### config.mk
export PLATFORM = sky130hd
export DESIGN_NAME = sub_result_fifo
export DESIGN_NICKNAME = d
export VERILOG_FILES = /design/src/rtl/sub_pipe_pkg.sv /design/src/rtl/sub_fifo_mem.sv /design/src/rtl/sub_result_fifo.sv
export SDC_FILE = /design/constraint.sdc
export NUM_CORES = 1
export LEC_CHECK = 0
export ABC_AREA = 1
export BUFFER_PORTS_ARGS = -buffer_cell sky130_fd_sc_hd__buf_2
export CAP_MARGIN = 20
export CORE_ASPECT_RATIO = 1.75
export CORE_MARGIN = 5
export CORE_UTILIZATION = 59
export CTS_BUF_LIST = sky130_fd_sc_hd__clkbuf_8
export CTS_CLUSTER_DIAMETER = 30
export CTS_CLUSTER_SIZE = 16
export DETAILED_ROUTE_END_ITERATION = 8
export PLACE_DENSITY = 0.86
export SETUP_SLACK_MARGIN = 0.02
export SKIP_LAST_GASP = 1
export SYNTH_ARGS = -nofsm -noshare
export SYNTH_HDL_FRONTEND = slang
export SYNTH_SLANG_ARGS = --single-unit
### constraint.sdc
create_clock -name clk -period 5 [get_ports clk]
set_input_delay 1.5 -clock clk [delete_from_list [all_inputs] [get_ports clk]]
set_output_delay 1.5 -clock clk [all_outputs]
set_load 0.1 [all_outputs]
### src/rtl/sub_pipe_pkg.sv
// rtl/sub_pipe_pkg.sv - shared defaults, entry type and output packing for the subtractor result path
package sub_pipe_pkg;

    localparam int DEF_DATA_W = 4;
    localparam int DEF_DEPTH  = 4;
    localparam int DEF_ACC_W  = 8;
    localparam int OUT_W      = 8;

    typedef struct packed {
        logic                  borrow;
        logic [DEF_DATA_W-1:0] diff;
    } sub_entry_t;

    // Consumer sees the entry right-aligned in a byte: {3'b000, borrow, diff}.
    function automatic logic [OUT_W-1:0] pack_out(input sub_entry_t e);
        return {3'b000, e.borrow, e.diff};
    endfunction

endpackage

### src/rtl/sub_fifo_mem.sv
// rtl/sub_fifo_mem.sv - DEPTH x sub_entry_t register file, one write port, one async read port
module sub_fifo_mem
    import sub_pipe_pkg::*;
#(
    parameter int DEPTH  = DEF_DEPTH,
    parameter int ADDR_W = $clog2(DEPTH)
) (
    input  logic              clk,
    input  logic              we,
    input  logic [ADDR_W-1:0] waddr,
    input  sub_entry_t        wdata,
    input  logic [ADDR_W-1:0] raddr,
    output sub_entry_t        rdata
);

    // Storage is deliberately unreset; the owner masks reads while empty.
    sub_entry_t mem [DEPTH];

    always_ff @(posedge clk) begin
        if (we) begin
            mem[waddr] <= wdata;
        end
    end

    assign rdata = mem[raddr];

endmodule

### src/rtl/sub_result_fifo.sv
// rtl/sub_result_fifo.sv - buffers subtractor results for an 8-bit valid/ready drain port
// Optional signed saturating running sum of accepted results when DIFF_ACC_EN is defined.
module sub_result_fifo
    import sub_pipe_pkg::*;
#(
    parameter int DATA_W = DEF_DATA_W,
    parameter int DEPTH  = DEF_DEPTH,
    parameter int ACC_W  = DEF_ACC_W
) (
    input  logic                     clk,
    input  logic                     rst,
    input  logic                     clear,
    input  logic                     in_valid,
    input  logic [DATA_W-1:0]        in_diff,
    input  logic                     in_borrow,
    output logic                     in_ready,
    output logic                     out_valid,
    output logic [OUT_W-1:0]         out_data,
    input  logic                     out_ready,
    output logic [$clog2(DEPTH):0]   count,
    output logic                     overflow,
    output logic [ACC_W-1:0]         acc_sum
);

    localparam int PTR_W = $clog2(DEPTH);
    localparam int CNT_W = PTR_W + 1;

    logic [PTR_W-1:0] wr_ptr;
    logic [PTR_W-1:0] rd_ptr;
    logic [CNT_W-1:0] cnt_q;
    logic             ovf_q;
    logic             full;
    logic             empty;
    logic             push;
    logic             pop;
    sub_entry_t       wr_entry;
    sub_entry_t       head;

    assign full  = (cnt_q == CNT_W'(DEPTH));
    assign empty = (cnt_q == '0);
    assign push  = in_valid & ~full;
    assign pop   = ~empty & out_ready;

    assign wr_entry.borrow = in_borrow;
    assign wr_entry.diff   = in_diff;

    sub_fifo_mem #(
        .DEPTH (DEPTH),
        .ADDR_W(PTR_W)
    ) u_mem (
        .clk  (clk),
        .we   (push & ~clear),
        .waddr(wr_ptr),
        .wdata(wr_entry),
        .raddr(rd_ptr),
        .rdata(head)
    );

    // Pointers wrap naturally at DEPTH (power of two); count alone decides full/empty.
    always_ff @(posedge clk or posedge rst) begin
        if (rst) begin
            wr_ptr <= '0;
            rd_ptr <= '0;
            cnt_q  <= '0;
            ovf_q  <= 1'b0;
        end else if (clear) begin
            wr_ptr <= '0;
            rd_ptr <= '0;
            cnt_q  <= '0;
            ovf_q  <= 1'b0;
        end else begin
            if (push) begin
                wr_ptr <= wr_ptr + 1'b1;
            end
            if (pop) begin
                rd_ptr <= rd_ptr + 1'b1;
            end
            case ({push, pop})
                2'b10:   cnt_q <= cnt_q + 1'b1;
                2'b01:   cnt_q <= cnt_q - 1'b1;
                default: cnt_q <= cnt_q;
            endcase
            if (in_valid && full) begin
                ovf_q <= 1'b1;
            end
        end
    end

    assign in_ready  = ~full;
    assign out_valid = ~empty;
    assign out_data  = empty ? '0 : pack_out(head);
    assign count     = cnt_q;
    assign overflow  = ovf_q;

`ifdef DIFF_ACC_EN
    logic [ACC_W-1:0] acc_q;
    logic [ACC_W:0]   acc_wide;
    logic [ACC_W-1:0] acc_next;

    // One guard bit catches overflow; {borrow,diff} is sign-extended as a (DATA_W+1)-bit value.
    always_comb begin
        acc_wide = {acc_q[ACC_W-1], acc_q}
                 + {{(ACC_W-DATA_W){in_borrow}}, in_borrow, in_diff};
        case (acc_wide[ACC_W:ACC_W-1])
            2'b01:   acc_next = {1'b0, {(ACC_W-1){1'b1}}};
            2'b10:   acc_next = {1'b1, {(ACC_W-1){1'b0}}};
            default: acc_next = acc_wide[ACC_W-1:0];
        endcase
    end

    always_ff @(posedge clk or posedge rst) begin
        if (rst) begin
            acc_q <= '0;
        end else if (clear) begin
            acc_q <= '0;
        end else if (push) begin
            acc_q <= acc_next;
        end
    end

    assign acc_sum = acc_q;
`else
    assign acc_sum = '0;
`endif

endmodule

==> results.md <==
- Critical Path Fanout Max: 12
- Run status: complete, no violations
- Layout area overhead: 8.66%
- Post-DR wirelength/cell: 13.8 µm
- Worst-path clk slew: 0.08 ns
- Worst Hold Path Cells: 2
- Commonest non-fill, non-tap cell in the layout: nor2_1
- Clock latency on the worst-skew pair: 0.27 ns
- Hold-fix buffers, CTS: 0
- Grt ovf: 0
- Number of port buffers: 20
- Post-DP HPWL: 2080 µm
- Die W: 47.0 µm
- Fmax: 302 MHz
- Core footprint: 2300 µm²
- Layout Nets: 177
- Critical path launch point type: flop
- ANT cells: 0
- Hold crit path type: flop to flop
- Worst-Margin Slew: 0.524 ns
- CTS resizes: 0
- TNS Setup: 0 ns
- Yosys warning total: 0
- Starting Density: 0.615
- Root buf cell: clkbuf_8
- Die Area: 3520 µm²
- Post-CTS Setup Repair Bufs: 0
- Max-cap violations: 0
- Initial DRC Count: 26
- Vias in the first global route: 976
- Sequential area share after synthesis: 0.566
- Antenna viol nets, final: 0
- Vias per cell: 5.17
- Clock sinks: 28
- Total GRT Usage: 0.166
- Worst EP arrival: 1.81 ns
- Row cnt: 23
- Largest net degree at the start of global routing: 16
- Chip height: 74.8 µm
- Synth Register Bits: 28
- RSZ-0062 raised after global routing: false
- Critical path required time: 3.50 ns
- Clock skew: 0.00326 ns
- R2R cell count: 11
- Worst setup EP type: output pin
- Most frequent cells in the layout: 25 x nor2_1, 20 x buf_2, 20 x edfxtp_1
- I/O pins: 32
- Final setup fails: 0
- Initial antenna violation count: 0
- Final Critical Period: 3.31 ns
- Max_slew headroom: 0.649
- Drt first pass iters: 4
- CTS tree: built
- Critical path class: flop to output pin
- Total routed wirelength: 2570 µm
- Share of cells above drive strength 1: 0.217
- Placer Congestion: 0.843
- Final hold violations: 0
- CTS max path bufs: 2
- Mapped cell area: 1420 µm²
- Final max-slew violation count: 0
- Fin crit share: 0.662
- Residual DRC: 0
- Synth unique cells: 22
- Max H-tree Level: 1
- First-pass GRT wire length: 4170 µm
- Vias: 962
- Total CTS buffers: 3
- Cells after Synth: 140
- Syn_area_per_cell: 10.1 µm²
[through the flow]
step | hold WS (ns) | cell area, µm² | cells | utilization | setup WS (ns)
after floorplan | 0.579 | 1450 | 150 | - | 0.232
after global placement | 0.504 | 1490 | 182 | 0.648 | 2.08
after detailed placement | 0.522 | 1490 | 182 | 0.648 | 1.99
after CTS | 0.537 | 1540 | 186 | 0.668 | 1.69
after global routing | 0.585 | 1540 | 186 | 0.668 | 1.53
final | 0.536 | 1540 | 186 | 0.668 | 1.69
[critical path, cell delays in order (launching register included)]
cell	delay, ns
dfrtp_1	0.51
inv_1	0.28
o21ai_0	0.14
a21oi_1	0.17
buf_2	0.45
[Yosys cell counts]
cell	instances	area, µm²
fa_1	1	20.0
xnor2_1	1	8.76
inv_2	1	3.75
nor2_4	2	22.5
nand2_4	4	45.0
nand3b_1	1	7.51
inv_4	1	6.26
nand2_1	13	48.8
nor2_1	25	93.8
clkbuf_1	1	3.75
nand2_2	3	18.8
nand3_1	4	20.0
conb_1	1	3.75
buf_4	11	82.6
a21oi_1	8	40.0
o21ai_0	13	65.1
a21oi_2	1	8.76
ha_1	4	50.1
inv_1	16	60.1
buf_2	1	5.00
dfrtp_1	8	200
edfxtp_1	20	601
[path summary, 6_finish.rpt]
| check | start | end | slack (ns) |
|---|---|---|---|
| worst min register to register | overflow | overflow | 0.54 |
| worst min-delay path | overflow | overflow | 0.54 |
| worst max register to register | count[0] | count[2] | 3.05 |
| max in group asynchronous | rst | wr_ptr[1] | 3.61 |
| min in group asynchronous | rst | count[2] | 1.16 |
| worst max-delay path | rd_ptr[0] | out_data[0] | 1.69 |
[logic make-up (layout without fill, tap and decap cells)]
kind of cell    count (synthesis)  after routing  share of synthesized area
flops                          28             28                      0.566
other cells                     1             11                    0.00265
compound gates                 22             22                     0.0805
fa+ha+maj                       5              5                     0.0495
simple gates                   52             52                      0.181
buf+inv                        31             42                      0.114
xor+xnor                        1              1                    0.00619
[per-layer routing]
| metal | track usage | part of all wire | wire [µm] | vias up |
|---|---|---|---|---|
| li1 | - | - | - | 468 |
| met1 | 0.185 | 0.36 | 913 | 461 |
| met2 | 0.295 | 0.58 | 1490 | 27 |
| met3 | 0.0215 | 0.043 | 111 | 6 |
| met4 | 0.0862 | 0.021 | 55 | 0 |
| met5 | 0 | 0 | 0 | - |
[final cells by class]
class,instances,area [µm²]
flip-flops and latches,28,801
fillers,179,764
multi-input cells,91,490
repair buffers,20,100
inverters,18,70.1
clock buffers,3,41.3
well taps,25,31.3
clock inverters,1,3.75
[state kept, by name, summed over array words and instances, names as in the netlist]
name       flops
count          3
u_mem.mem     20
overflow       1
wr_ptr         2
rd_ptr         2
Power is left out: the tool's default activity adds up to more than one toggle a clock period on the data nets, which glitch-free logic cannot reach.
